### src/rtl/alu_seq_pkg.sv
`default_nettype none
// ============================================================================
// Package : alu_pkg
// Brief   : Opcodes, FSM state encoding and opcode helpers for alu_seq.
// Rev     : 1.0  initial release
// ============================================================================
package alu_pkg;

    localparam logic [2:0] OP_FWD = 3'b000;
    localparam logic [2:0] OP_ADD = 3'b001;
    localparam logic [2:0] OP_AND = 3'b010;
    localparam logic [2:0] OP_OR  = 3'b011;
    localparam logic [2:0] OP_SUB = 3'b100;
    localparam logic [2:0] OP_SLL = 3'b101;
    localparam logic [2:0] OP_SRL = 3'b110;
    localparam logic [2:0] OP_MUL = 3'b111;

    typedef enum logic [1:0] {
        IDLE = 2'd0,
        RUN  = 2'd1,
        FIN  = 2'd2
    } alu_state_t;

    function automatic logic is_shift(input logic [2:0] op);
        return (op == OP_SLL) || (op == OP_SRL);
    endfunction

    function automatic logic is_iter(input logic [2:0] op);
        return is_shift(op) || (op == OP_MUL);
    endfunction

endpackage
`default_nettype wire

### src/rtl/alu_seq_if.sv
`default_nettype none
// ============================================================================
// Interface : alu_seq_if
// Brief     : Request/response bundle between the control unit and alu_seq.
// Rev       : 1.0  initial release
// ============================================================================
interface alu_seq_if #(
    parameter int WIDTH = 8
) ();

    logic             start;
    logic [WIDTH-1:0] data1;
    logic [WIDTH-1:0] data2;
    logic [2:0]       select;
    logic [WIDTH-1:0] result;
    logic             zero;
    logic             carry;
    logic             busy;
    logic             done;

    modport master (
        output start, data1, data2, select,
        input  result, zero, carry, busy, done
    );

    modport slave (
        input  start, data1, data2, select,
        output result, zero, carry, busy, done
    );

endinterface
`default_nettype wire

### src/rtl/alu_seq_iter_unit.sv
`default_nettype none
// ============================================================================
// Module : alu_iter_unit
// Brief  : Bit-serial shift / shift-add multiply datapath with its step counter.
// Rev    : 1.0  initial release
// ============================================================================
module alu_iter_unit
    import alu_pkg::*;
#(
    parameter int WIDTH = 8
) (
    input  wire logic             clk,
    input  wire logic             reset,
    input  wire logic             load,
    input  wire logic             step,
    input  wire logic [2:0]       op,
    input  wire logic [WIDTH-1:0] a,
    input  wire logic [WIDTH-1:0] b,
    output logic      [WIDTH-1:0] acc,
    output logic                  last
);

    localparam int SHW = $clog2(WIDTH);

    logic [2:0]       r_op;
    logic [WIDTH-1:0] r_acc;
    logic [WIDTH-1:0] r_mcand;
    logic [WIDTH-1:0] r_mplier;
    logic [SHW-1:0]   r_cnt;
    logic [WIDTH-1:0] w_acc_step;

    always_comb begin
        w_acc_step = r_acc;
        case (r_op)
            OP_SLL:  w_acc_step = r_acc << 1;
            OP_SRL:  w_acc_step = r_acc >> 1;
            OP_MUL:  w_acc_step = r_acc + (r_mplier[0] ? r_mcand : '0);
            default: w_acc_step = r_acc;
        endcase
    end

    // acc is the value the accumulator takes at this step, so the top can
    // capture the final answer on the same edge as the last step.
    assign acc  = w_acc_step;
    assign last = (r_cnt == '0);

    always_ff @(posedge clk) begin
        if (reset) begin
            r_op     <= OP_FWD;
            r_acc    <= '0;
            r_mcand  <= '0;
            r_mplier <= '0;
            r_cnt    <= '0;
        end else if (load) begin
            r_op     <= op;
            r_acc    <= (op == OP_MUL) ? '0 : a;
            r_mcand  <= a;
            r_mplier <= b;
            r_cnt    <= (op == OP_MUL) ? SHW'(WIDTH - 1) : (b[SHW-1:0] - SHW'(1));
        end else if (step) begin
            r_acc    <= w_acc_step;
            r_mcand  <= r_mcand << 1;
            r_mplier <= r_mplier >> 1;
            r_cnt    <= r_cnt - SHW'(1);
        end
    end

endmodule
`default_nettype wire

### src/rtl/alu_seq.sv
`default_nettype none
// ============================================================================
// Module : alu_seq
// Brief  : Clocked ALU: single-cycle logic/arith ops plus iterative shift/mul.
// Rev    : 1.0  initial release
// ============================================================================
module alu_seq
    import alu_pkg::*;
#(
    parameter int WIDTH = 8
) (
    input  wire logic clk,
    input  wire logic reset,
    alu_seq_if.slave  bus
);

    localparam int SHW = $clog2(WIDTH);

    alu_state_t       r_state;
    alu_state_t       w_state_nxt;
    logic [WIDTH-1:0] r_result;
    logic             r_zero;
    logic             r_carry;

    logic             w_accept;
    logic             w_launch;
    logic             w_single;
    logic             w_step;
    logic             w_busy;
    logic             w_done;
    logic             w_last;
    logic [WIDTH-1:0] w_acc;
    logic [WIDTH:0]   w_sum;
    logic [WIDTH:0]   w_diff;
    logic [WIDTH-1:0] w_sres;
    logic             w_scarry;

    // A zero-length shift has nothing to iterate, so it finishes like a single-cycle op.
    assign w_accept = bus.start && ((r_state == IDLE) || (r_state == FIN));
    assign w_launch = w_accept && is_iter(bus.select)
                      && !(is_shift(bus.select) && (bus.data2[SHW-1:0] == '0));
    assign w_single = w_accept && !w_launch;

    assign w_sum  = {1'b0, bus.data1} + {1'b0, bus.data2};
    assign w_diff = {1'b0, bus.data1} - {1'b0, bus.data2};

    always_comb begin
        w_sres   = '0;
        w_scarry = 1'b0;
        case (bus.select)
            OP_FWD: w_sres = bus.data2;
            OP_ADD: begin
                w_sres   = w_sum[WIDTH-1:0];
                w_scarry = w_sum[WIDTH];
            end
            OP_AND: w_sres = bus.data1 & bus.data2;
            OP_OR:  w_sres = bus.data1 | bus.data2;
            OP_SUB: begin
                w_sres   = w_diff[WIDTH-1:0];
                w_scarry = w_diff[WIDTH];
            end
            OP_SLL, OP_SRL: w_sres = bus.data1;
            default: w_sres = '0;
        endcase
    end

    alu_iter_unit #(
        .WIDTH (WIDTH)
    ) u_iter (
        .clk   (clk),
        .reset (reset),
        .load  (w_launch),
        .step  (w_step),
        .op    (bus.select),
        .a     (bus.data1),
        .b     (bus.data2),
        .acc   (w_acc),
        .last  (w_last)
    );

    always_ff @(posedge clk) begin
        if (reset) begin
            r_state <= IDLE;
        end else begin
            r_state <= w_state_nxt;
        end
    end

    always_comb begin
        w_state_nxt = r_state;
        case (r_state)
            IDLE, FIN: begin
                if (w_launch) begin
                    w_state_nxt = RUN;
                end else if (w_single) begin
                    w_state_nxt = FIN;
                end else begin
                    w_state_nxt = IDLE;
                end
            end
            RUN:     w_state_nxt = w_last ? FIN : RUN;
            default: w_state_nxt = IDLE;
        endcase
    end

    always_comb begin
        w_step = 1'b0;
        w_busy = 1'b0;
        w_done = 1'b0;
        case (r_state)
            RUN: begin
                w_step = 1'b1;
                w_busy = 1'b1;
            end
            FIN:     w_done = 1'b1;
            default: ;
        endcase
    end

    always_ff @(posedge clk) begin
        if (reset) begin
            r_result <= '0;
            r_zero   <= 1'b1;
            r_carry  <= 1'b0;
        end else if (w_single) begin
            r_result <= w_sres;
            r_zero   <= (w_sres == '0);
            r_carry  <= w_scarry;
        end else if (w_step && w_last) begin
            r_result <= w_acc;
            r_zero   <= (w_acc == '0);
            r_carry  <= 1'b0;
        end
    end

    assign bus.result = r_result;
    assign bus.zero   = r_zero;
    assign bus.carry  = r_carry;
    assign bus.busy   = w_busy;
    assign bus.done   = w_done;

endmodule
`default_nettype wire

### src/flat_wrapper.sv
// flat-port wrapper written by rule: the top's interface ports become plain ports
module alu_seq_flat import alu_pkg::*;
#(
    parameter int WIDTH = 8
)
  (clk, reset, bus_start, bus_data1, bus_data2, bus_select, bus_result, bus_zero, bus_carry, bus_busy, bus_done);
  alu_seq_if #(.WIDTH(WIDTH)) bus_i ();
  input  wire logic clk;
  input  wire logic reset;
  input wire logic [$bits(bus_i.start)-1:0] bus_start;
  input wire logic [$bits(bus_i.data1)-1:0] bus_data1;
  input wire logic [$bits(bus_i.data2)-1:0] bus_data2;
  input wire logic [$bits(bus_i.select)-1:0] bus_select;
  output wire logic [$bits(bus_i.result)-1:0] bus_result;
  output wire logic [$bits(bus_i.zero)-1:0] bus_zero;
  output wire logic [$bits(bus_i.carry)-1:0] bus_carry;
  output wire logic [$bits(bus_i.busy)-1:0] bus_busy;
  output wire logic [$bits(bus_i.done)-1:0] bus_done;
  assign bus_i.start = bus_start;
  assign bus_i.data1 = bus_data1;
  assign bus_i.data2 = bus_data2;
  assign bus_i.select = bus_select;
  assign bus_result = bus_i.result;
  assign bus_zero = bus_i.zero;
  assign bus_carry = bus_i.carry;
  assign bus_busy = bus_i.busy;
  assign bus_done = bus_i.done;
  alu_seq #(.WIDTH(WIDTH)) u_core (.clk(clk), .reset(reset), .bus(bus_i));
endmodule
### config.mk
export PLATFORM = sky130hd
export DESIGN_NAME = alu_seq_flat
export DESIGN_NICKNAME = d
export VERILOG_FILES = /design/src/rtl/alu_seq_pkg.sv /design/src/rtl/alu_seq_if.sv /design/src/rtl/alu_seq_iter_unit.sv /design/src/rtl/alu_seq.sv /design/src/flat_wrapper.sv
export SDC_FILE = /design/constraint.sdc
export NUM_CORES = 1
export LEC_CHECK = 0
export CORE_MARGIN = 2
export CORE_UTILIZATION = 30
export DETAILED_ROUTE_END_ITERATION = 10
export DONT_BUFFER_PORTS = 1
export GPL_TIMING_DRIVEN = 0
export PLACE_DENSITY = 0.47
export RECOVER_POWER = 25
export SETUP_SLACK_MARGIN = 0.2
export SYNTH_ARGS = -nofsm -noshare
export SYNTH_HDL_FRONTEND = slang
export SYNTH_HIERARCHICAL = 1
export SYNTH_SLANG_ARGS = --single-unit
### constraint.sdc
create_clock -name clk -period 2.38 [get_ports clk]
set_input_delay 0.357 -clock clk [delete_from_list [all_inputs] [get_ports clk]]
set_output_delay 0.357 -clock clk [all_outputs]
set_load 0.01 [all_outputs]
==> impl_metrics.ini, run 1 <==
[yosys]
syn_nets = 569
syn_area_per_cell_um2 = 7.902
synth_sequential_area_ratio_pct = 20.86
register_bit_count_reported_by_yosys = 42
synth_cell_type_count = 84
postSynth.asyncResetShare_pct = 0
number_of_flops_mapped_to_enable_cells_by_yosys = 0
post_synth_instance_area_um2 = 4030
synth_ff_type = sky130_fd_sc_hd__dfxtp_1
yosys_warnings = 6
synthCells = 510
synth_commonest_cells = 66 x sky130_fd_sc_hd__nor2_1, 44 x sky130_fd_sc_hd__a21oi_1, 42 x sky130_fd_sc_hd__dfxtp_1, 37 x sky130_fd_sc_hd__inv_1, 34 x sky130_fd_sc_hd__ha_1
ys_top_cells_by_area = sky130_fd_sc_hd__dfxtp_1 21%, sky130_fd_sc_hd__ha_1 11%, sky130_fd_sc_hd__nor2_1 6.1%
proportion_of_netlist_area_held_by_the_largest_area_contributor_pct = 20.86
yosys.area.top_type = sky130_fd_sc_hd__dfxtp_1
yosysMostFrequentCell = sky130_fd_sc_hd__nor2_1

[worst_hold_path]
timing.hold.worst_path_depth = 1
whs_endpoint = u_core/u_iter/r_cnt[0]
hold_path_startpoint = bus_data2[0]
holdCritPathClass = primary input to flop

[clock_network]
clk_latency_ns = 0.29
clock_tree.htree_level_count = 2
clock-root-buffer = sky130_fd_sc_hd__clkbuf_16
cts_max_path_bufs = 2
cts_tree = yes
cts.sinks = 42
clk_transition_reported_paths_ns = 0.06
cts_inserted_buffers = 5
cts_hold_buf = 0

[floorplan]
core_region_area_um2 = 13190
floorplan.die.height_um = 119.9
initial_core_util_pct = 30.55
die-width_um = 119.9
die-area_um2 = 14380
row_count = 42
io_pins = 34

[detailed_routing]
route.detailed.wl_per_inst_um = 18.72
final_antenna_net_count = 0
1st_iter_drt_viols = 216
first_pass_iters = 5
drc = 0
vias_per_cell = 5.443
routed_wl_mm = 13.22
via_count = 3843

[grt]
global_route_wire_length_before_repair_mm = 20.92
overflow = 0
number_of_global_route_vias_before_repair = 3810
gr-usage-all-layers_pct = 18.47
initial_antenna_violation_count = 1
largest_net_degree_at_the_start_of_global_routing = 13

[worst_setup_path]
cp.arrival_ns = 2.87
timing.setup.critical_path_class = flop to flop
worst_r2r_startpoint = u_core/u_iter/r_mplier[0]
worst-endpoint-required_ns = 2.58
critical_path.reg2reg.endpoint = u_core/bus.zero
worstPathMaxFanout = 4
worst_setup_slack_for_register_to_register_paths_ns = -0.29
worst-r2r-cell-count = 15
setup_crit_end_kind = flop
critPathLaunchType = flop

[placement]
place_ws_ns = -0.4081
gp_congestion = 0.8230
placement.io_buffers = 0
placed_cell_area_um2 = 4257
hpwl_after_detailed_placement_mm = 10.11

[sta]
max_slew.worst_pin.slew_ns = 0.6810
final.period_utilization_pct = 112.1
report.final.slew_viol_count = 0
timing.fmax_ghz = 0.3750
report.final.hold_viol_count = 0
rsz_0062_raised_after_global_routing = true
final.setup_skew_ns = 0.002462
final-setup-viol-count = 4
hold-worst-slack_ns = 0.1841
worst_slew_margin_rel_pct = 54.12
fin_tns_setup_ns = -0.8272
final.min_clock_period_ns = 2.667
layout_setup_ws_ns = -0.2870

[pwr]
p_leak_nw = 1.920
power_density_nw_per_um2 = 464.1
power.ir.vdd_worst_v = 0.0002463

[final_layout]
postLayoutCellArea_um2 = 4722
layout.filler_cells = 1386
drive_gt1_share_pct = 20.19
final-seq-area_um2 = 847.1
layout.nets = 588
multi_input_comb_area_um2 = 3058
layout-area-overhead-vs-synth_pct = 17.17
antenna_cells = 0

[run_status]
violations_in_the_final_reports = negative setup slack
outcome = finished, violations left

[run]
max-cap-violations = 0
-- repair_timing --
item | in CTS | in global routing
endpoints found under the setup margin | 10 | 34
resized for setup | 26 | 23
endpoints found under the hold margin | 0 | 0
buffers inserted | 8 | 4
pin swaps | 17 | 6
-- how the worst max path moves through the flow --
stage / to / start
2_1_floorplan: u_core/bus.zero / u_core/u_iter/r_mplier[0]
3_3_place_gp: u_core/bus.zero / u_core/u_iter/r_mplier[0]
3_5_place_dp: u_core/bus.zero / u_core/u_iter/r_mplier[0]
4_1_cts: u_core/bus.zero / u_core/u_iter/r_mplier[0]
5_1_grt: u_core/bus.zero / u_core/u_iter/r_mplier[0]
6_report: u_core/bus.zero / u_core/u_iter/r_mplier[0]
-- cells in the final DEF, fill, tap and decap left out, types with 6 or more instances in the layout --
cell and n:
sky130_fd_sc_hd__nor2_1 62, sky130_fd_sc_hd__a21oi_1 40, sky130_fd_sc_hd__dfxtp_1 39, sky130_fd_sc_hd__inv_1 35
sky130_fd_sc_hd__ha_1 29, sky130_fd_sc_hd__nand2_1 28, sky130_fd_sc_hd__mux2i_1 20, sky130_fd_sc_hd__nor2b_1 17
sky130_fd_sc_hd__o21ai_0 14, sky130_fd_sc_hd__nand3_1 14, sky130_fd_sc_hd__buf_4 12, sky130_fd_sc_hd__a211oi_1 12
sky130_fd_sc_hd__buf_2 8, sky130_fd_sc_hd__and3_1 8, sky130_fd_sc_hd__a311oi_1 8, sky130_fd_sc_hd__buf_6 6
-- metal layers --
layer	GRT usage, %	vias up	wire [um]
met5	0	-	0
met1	23.65	1843	5810
met4	7.206	0	389
met3	2.329	23	593
li1	-	1873	-
met2	31.46	104	6426
-- final cells by class --
| class | count | share of cell area [%] |
|---|---|---|
| Tap cell | 176 | 4.663 |
| Inverter | 38 | 3.074 |
| Sequential cell | 42 | 17.94 |
| Multi-Input combinational cell | 402 | 64.76 |
| Buffer | 28 | 4.028 |
| Clock buffer | 7 | 3.021 |
| Timing Repair Buffer | 12 | 2.411 |
| Clock inverter | 1 | 0.1060 |
-- power breakdown --
part / total, mW / switching [mW] / internal, mW
Sequential: 0.812 / 0.0562 / 0.756
Clock: 0.703 / 0.287 / 0.416
Combinational: 0.676 / 0.391 / 0.285
Total: 2.19 / 0.734 / 1.46
-- sequential cells by signal (all words and copies together), names as in the netlist --
name and flops:
u_core/u_iter/r_mcand 8, u_core/bus.result 8, u_core/r_state 2, u_core/u_iter/r_acc 8, u_core/bus.zero 1, u_core/u_iter/r_mplier 8
u_core/u_iter/r_cnt 3, u_core/bus.carry 1, u_core/u_iter/r_op 3
-- per-stage QoR --
step,utilization (%),instances,power (mW)
3_3_place_gp,32.27,686,1.437
2_1_floorplan,-,510,1.288
5_1_grt,35.80,706,2.300
3_5_place_dp,32.27,686,1.441
6_report,35.80,706,2.192
4_1_cts,34.91,702,2.173
-- worst max-delay path, cell delays in order, from the launching register on --
cell                      delay (ns)
sky130_fd_sc_hd__dfxtp_4        0.36
sky130_fd_sc_hd__and2_4         0.14
sky130_fd_sc_hd__ha_4           0.15
sky130_fd_sc_hd__inv_2          0.04
sky130_fd_sc_hd__fa_2           0.22
sky130_fd_sc_hd__nor2b_4        0.05
sky130_fd_sc_hd__o21a_1         0.20
sky130_fd_sc_hd__or3_1          0.33
sky130_fd_sc_hd__a21oi_2        0.14
sky130_fd_sc_hd__o31a_1         0.21
sky130_fd_sc_hd__nor2_2         0.07
sky130_fd_sc_hd__nor4_1         0.25
sky130_fd_sc_hd__nand2_1        0.11
sky130_fd_sc_hd__o21ai_1        0.14
sky130_fd_sc_hd__a21oi_1        0.08
sky130_fd_sc_hd__o31ai_1        0.09
-- cells by family (layout without fill, tap and decap cells) --
kind of cell / count (synthesis) / count (layout) / share of synthesized area, %
DFF: 42 / 42 / 20.86
adders and majority gates: 37 / 37 / 12.05
xor gates and xnor gates: 9 / 9 / 2.142
and+or+nand+nor: 182 / 182 / 22.82
AOI/OAI and AO/OA: 145 / 145 / 26.20
muxes: 29 / 29 / 7.731
buffers and inverters: 66 / 86 / 8.196
No activity file was read; power rests on OpenSTA's default activity.
==> run 2: changes to the inputs <==
--- a/config.mk
+++ b/config.mk
@@ -6,11 +6,11 @@
 export NUM_CORES = 1
 export LEC_CHECK = 0
 export CORE_MARGIN = 2
-export CORE_UTILIZATION = 30
+export CORE_UTILIZATION = 45
 export DETAILED_ROUTE_END_ITERATION = 10
 export DONT_BUFFER_PORTS = 1
 export GPL_TIMING_DRIVEN = 0
-export PLACE_DENSITY = 0.47
+export PLACE_DENSITY = 0.64
 export RECOVER_POWER = 25
 export SETUP_SLACK_MARGIN = 0.2
 export SYNTH_ARGS = -nofsm -noshare
==> run 2 against run 1 <==
  * The flow still finishes with violations (negative setup slack)
  * Wire length shrank 9.9%
  * Clock skew up 0.0049 ns
  * Worst setup slack gained 0.11 ns
  * Hold slack worse by 0.011 ns
  * Largest cell class unchanged
  * Combinational power down 3.7%
  * Critical path type unchanged
==> impl_metrics.ini, run 2 (synthesis gave the netlist of run 1 again) <==
[run_status]
outcome = finished, violations left
violations_in_the_final_reports = negative setup slack

[worst_setup_path]
timing.setup.critical_path_class = flop to flop
cp.arrival_ns = 2.77
worst-endpoint-required_ns = 2.59
critPathLaunchType = flop
worstPathMaxFanout = 4
setup_crit_end_kind = flop

[final_layout]
utilization_pct = 51.31
non_filler_instances = 633
most-common-layout-cells = 64 x sky130_fd_sc_hd__nor2_1, 40 x sky130_fd_sc_hd__dfxtp_1, 39 x sky130_fd_sc_hd__a21oi_1, 36 x sky130_fd_sc_hd__inv_1, 30 x sky130_fd_sc_hd__ha_1
drive_gt1_share_pct = 17.52
layout.cells.most_common = sky130_fd_sc_hd__nor2_1
antenna_cells = 0
layout.filler_cells = 835
layout-area-overhead-vs-synth_pct = 11.02
layout.nets = 583

[worst_hold_path]
holdCritPathClass = primary input to flop

[detailed_routing]
final_antenna_net_count = 0
1st_iter_drt_viols = 269
routed_wl_mm = 11.91
first_pass_iters = 7
drc = 0
vias_per_cell = 6.114
via_count = 3870
route.detailed.wl_per_inst_um = 18.81

[sta]
layout_setup_ws_ns = -0.1789
max_slew.worst_pin.slew_ns = 0.6264
report.final.slew_viol_count = 0
final.period_utilization_pct = 107.5
final-setup-viol-count = 3
report.final.hold_viol_count = 0
worst_slew_margin_rel_pct = 58.24
rsz_0062_raised_after_global_routing = true
final.setup_skew_ns = 0.007374
final.min_clock_period_ns = 2.559
timing.fmax_ghz = 0.3908

[floorplan]
io_pins = 34
die-width_um = 98.64
initial_core_util_pct = 46.21
row_count = 34
core_region_area_um2 = 8721
floorplan.die.height_um = 98.64
die-area_um2 = 9729

[placement]
hpwl_after_detailed_placement_mm = 9.072
placement.io_buffers = 0
placed_cells = 618
gp_congestion = 0.8880
place_ws_ns = -0.3531

[pwr]
power.ir.vdd_worst_v = 0.0002729
power_density_nw_per_um2 = 455.5
design_power_total_mw = 2.038
p_leak_nw = 1.870

[clock_network]
cts_max_path_bufs = 2
clk_latency_ns = 0.29
clock_tree.htree_level_count = 2
cts_tree = yes
clk_transition_reported_paths_ns = 0.09
cts.sinks = 42
clock-root-buffer = sky130_fd_sc_hd__clkbuf_8
cts_inserted_buffers = 5

[grt]
global_route_wire_length_before_repair_mm = 19.22
largest_net_degree_at_the_start_of_global_routing = 14
initial_antenna_violation_count = 0
overflow = 0
number_of_global_route_vias_before_repair = 3608
gr-usage-all-layers_pct = 24.58

[run]
max-cap-violations = 0
run 2: cell types whose count changed in the layout (fill, tap and decap cells not counted), moves of 2 or more:
| cell | previous run | this run |
|---|---|---|
| sky130_fd_sc_hd__nor2_1 | 62 | 64 |
| sky130_fd_sc_hd__clkbuf_16 | 5 | 0 |
| sky130_fd_sc_hd__buf_4 | 12 | 10 |
| sky130_fd_sc_hd__buf_6 | 6 | 4 |
| sky130_fd_sc_hd__clkbuf_8 | 3 | 7 |
run 2: final timing paths:
path,startpoint,endpoint,slack [ns],cells after the start
setup / recovery,u_core/u_iter/r_mplier[0],u_core/bus.zero,-0.18,15
hold / removal,bus_data1[3],u_core/u_iter/r_acc[3],0.17,2
setup reg to reg,u_core/u_iter/r_mplier[0],u_core/bus.zero,-0.18,15
hold reg to reg,u_core/r_state[1],u_core/r_state[0],0.51,1
run 2: layout make-up:
class,count,area [um2],area share (%)
Buffer,28,191.4,4.279
Inverter,38,145.1,3.244
Clock buffer,6,72.57,1.622
Tap cell,108,135.1,3.020
Timing Repair Buffer,7,56.30,1.258
Clock inverter,2,37.54,0.8389
Sequential cell,42,845.8,18.90
Multi-Input combinational cell,402,2990,66.83
run 2: where the power goes:
| part | internal (mW) | switching (mW) | total, mW |
|---|---|---|---|
| clock network | 0.314 | 0.265 | 0.578 |
| registers | 0.755 | 0.0540 | 0.809 |
| logic | 0.275 | 0.376 | 0.651 |
| total | 1.34 | 0.694 | 2.04 |
run 2: routing by layer:
layer / global-route usage [%] / vias up / part of all wire, %
met3: 5.319 / 28 / 8.7
met5: 0 / - / 0
met2: 36.42 / 149 / 43
met1: 34.99 / 1825 / 45
li1: - / 1868 / -
met4: 9.273 / 0 / 3.3
run 2: stage by stage:
step	area (um2)	TNS (ns)	hold WS, ns
global placement	4172	-0.7035	0.4788
global route	4474	-1.025	0.1674
finish	4474	-0.3470	0.1731
CTS	4388	-0.3755	0.1675
floorplan	4036	-0.02980	0.4543
detailed placement	4172	-0.9798	0.4765
run 2: repair_timing:
action                                  in CTS  in global routing
gates cloned                                 0                  0
setup buffers                                5                  2
pin swaps                                    6                  5
endpoints found under the setup margin      10                 29
hold buffers                                 0                  0
resized for setup                           14                 19
run 2: worst max-delay path, stage by stage, from the launching register on:
cell and delay, ns:
sky130_fd_sc_hd__dfxtp_4 0.36, sky130_fd_sc_hd__and2_4 0.14, sky130_fd_sc_hd__ha_4 0.15, sky130_fd_sc_hd__inv_2 0.05, sky130_fd_sc_hd__fa_2 0.22, sky130_fd_sc_hd__nor2b_4 0.05, sky130_fd_sc_hd__o21a_1 0.18, sky130_fd_sc_hd__or3_1 0.32
sky130_fd_sc_hd__a21oi_2 0.13, sky130_fd_sc_hd__o31a_1 0.17, sky130_fd_sc_hd__nor2_2 0.06, sky130_fd_sc_hd__nor4_2 0.25, sky130_fd_sc_hd__nand2_1 0.10, sky130_fd_sc_hd__o21ai_1 0.14, sky130_fd_sc_hd__a21oi_1 0.07, sky130_fd_sc_hd__o31ai_1 0.08
==> run 3: changes to the inputs <==
--- a/config.mk
+++ b/config.mk
@@ -7,10 +7,11 @@
 export LEC_CHECK = 0
 export CORE_MARGIN = 2
 export CORE_UTILIZATION = 45
+export CTS_BUF_LIST = sky130_fd_sc_hd__clkbuf_2
 export DETAILED_ROUTE_END_ITERATION = 10
 export DONT_BUFFER_PORTS = 1
 export GPL_TIMING_DRIVEN = 0
-export PLACE_DENSITY = 0.64
+export PLACE_DENSITY_LB_ADDON = 0.15
 export RECOVER_POWER = 25
 export SETUP_SLACK_MARGIN = 0.2
 export SYNTH_ARGS = -nofsm -noshare
==> run 3 against run 2 <==
  * The flow still finishes with violations (negative setup slack)
  * Largest power group unchanged
  * Utilization grew 0.16 points
  * Highest routed layer unchanged
  * Critical path depth shrank 4
  * Critical path type unchanged
  * Largest cell class unchanged
  * Wire length grew 1.5%
==> impl_metrics.ini, run 3 (synthesis gave the netlist of run 1 again) <==
[floorplan]
initial_core_util_pct = 46.21
io_pins = 34
floorplan.die.height_um = 98.64
row_count = 34
die-area_um2 = 9729
core_region_area_um2 = 8721
die-width_um = 98.64

[sta]
report.final.slew_viol_count = 0
final.period_utilization_pct = 109.4
fin_tns_setup_ns = -0.4408
layout_setup_ws_ns = -0.2248
final-setup-viol-count = 2
timing.fmax_ghz = 0.3839
final.setup_skew_ns = 0.03699
max_slew.worst_pin.slew_ns = 0.6140
worst_slew_margin_rel_pct = 59.07
rsz_0062_raised_after_global_routing = true
hold-worst-slack_ns = 0.03762
report.final.hold_viol_count = 0
final.min_clock_period_ns = 2.605

[detailed_routing]
routed_wl_mm = 12.09
1st_iter_drt_viols = 378
final_antenna_net_count = 0
via_count = 3854
vias_per_cell = 6.022
drc = 0
route.detailed.wl_per_inst_um = 18.89
first_pass_iters = 6

[final_layout]
antenna_cells = 0
postLayoutCellArea_um2 = 4488
non_filler_instances = 640
most-common-layout-cells = 63 x sky130_fd_sc_hd__nor2_1, 39 x sky130_fd_sc_hd__a21oi_1, 36 x sky130_fd_sc_hd__inv_1, 36 x sky130_fd_sc_hd__dfxtp_1, 30 x sky130_fd_sc_hd__ha_1
utilization_pct = 51.46
multi_input_comb_area_um2 = 3018
layout.nets = 591
layout-area-overhead-vs-synth_pct = 11.36
final-seq-area_um2 = 850.8
layout.filler_cells = 843
layout.cells.most_common = sky130_fd_sc_hd__nor2_1
drive_gt1_share_pct = 19.92

[pwr]
clkPwrFrac_pct = 17.5
p_leak_nw = 1.892
switchingPower_mw = 0.6864
pwr-share-comb_pct = 37.2
seq_power_share_pct = 45.3
power.ir.vdd_worst_v = 0.0002388
power_density_nw_per_um2 = 399.8
switching_share_pct = 38.25
cell_internal_pwr_mw = 1.108

[worst_hold_path]
hold_path_startpoint = bus_data1[3]
holdCritPathClass = primary input to flop

[placement]
placed_cells = 618
placed_cell_area_um2 = 4172
gp_congestion = 0.9159
hpwl_after_detailed_placement_mm = 8.967
placement.io_buffers = 0

[worst_setup_path]
setup_crit_end_kind = flop
slowest_cell_delay_on_critical_path_ns = 0.40
worst_path_max_delay_cell = sky130_fd_sc_hd__dfxtp_4
timing.setup.critical_path_class = flop to flop
critPathLaunchType = flop
cp.arrival_ns = 2.93
delay_heaviest_family_cp = multiplexers
worst-endpoint-required_ns = 2.71
worstPathMaxFanout = 6
critical_path_buf_inv_count = 2
worst_r2r_startpoint = u_core/u_iter/r_mplier[0]
crit_path_start = u_core/u_iter/r_mplier[0]
path_cells = buf_2 -> and2_1 -> ha_1 -> nor2_1 -> mux2_2 -> a222oi_1 -> nand2_1 -> buf_4 -> mux2_4 -> nor2_2 -> a311oi_1

[run]
max-cap-violations = 0

[grt]
global_route_wire_length_before_repair_mm = 19.04
initial_antenna_violation_count = 0
largest_net_degree_at_the_start_of_global_routing = 13
number_of_global_route_vias_before_repair = 3607
gr-usage-all-layers_pct = 24.49
overflow = 0

[clock_network]
cts_max_path_bufs = 2
clock_tree.htree_level_count = 2
cts_inserted_buffers = 5
cts_tree = yes
clk_transition_reported_paths_ns = 0.24
clock-root-buffer = sky130_fd_sc_hd__clkbuf_2
clk_latency_ns = 0.42
cts.sinks = 42

[run_status]
violations_in_the_final_reports = negative setup slack
outcome = finished, violations left
## run 3: changes by cell type in the layout (fill, tap and decap cells not counted), sizes merged
cell / delta
buf: +8
dlygate4sd3: +1
clkinv: +2
clkbuf: -2
clkinvlp: -1
bufinv: -1
## run 3: final cells by class
type                            count  share of cell area, %
Multi-Input combinational cell    402                  67.24
Inverter                           38                  3.234
Clock buffer                        5                 0.5576
Tap cell                          108                  3.011
Sequential cell                    42                  18.96
Buffer                             28                  4.265
Timing Repair Buffer               15                  2.509
Clock inverter                      2                 0.2230
## run 3: through the flow
stage	setup slack [ns]	power (mW)
floorplan	-0.02980	1.288
global placement	-0.3159	1.420
detailed placement	-0.3127	1.423
CTS	-0.1988	1.762
global route	-0.4481	1.910
finish	-0.2248	1.794
## run 3: what timing repair did
action                                  in CTS  in global routing
endpoints found under the setup margin       9                 30
pin swaps                                   11                  5
gates cloned                                 0                  0
gates resized for setup                     19                 22
hold buffers                                 0                  1
hold endpoints to repair                     0                  1
setup buffers                               10                  4
## run 3: power by group through the flow
stage	clock network (mW)	logic [mW]	registers, mW
2_1_floorplan	0	0.478	0.810
3_3_place_gp	0	0.597	0.823
3_5_place_dp	0	0.600	0.823
4_1_cts	0.321	0.630	0.811
5_1_grt	0.352	0.737	0.821
6_report	0.314	0.667	0.812
## run 3: layer usage
layer | GRT usage (%) | share of wire [%] | vias to the layer above
li1 | - | - | 1881
met1 | 35.75 | 47 | 1820
met2 | 37.36 | 43 | 142
met3 | 5.816 | 8.9 | 11
met4 | 4.215 | 0.92 | 0
met5 | 0 | 0 | -
## run 3: final timing paths
kind,endpoint,slack (ns),cells after the start
worst max-delay path,u_core/bus.result[6],-0.22,11
worst min-delay path,u_core/u_iter/r_acc[3],0.04,2
worst max register to register,u_core/bus.result[6],-0.22,11
worst min register to register,u_core/r_state[0],0.49,1
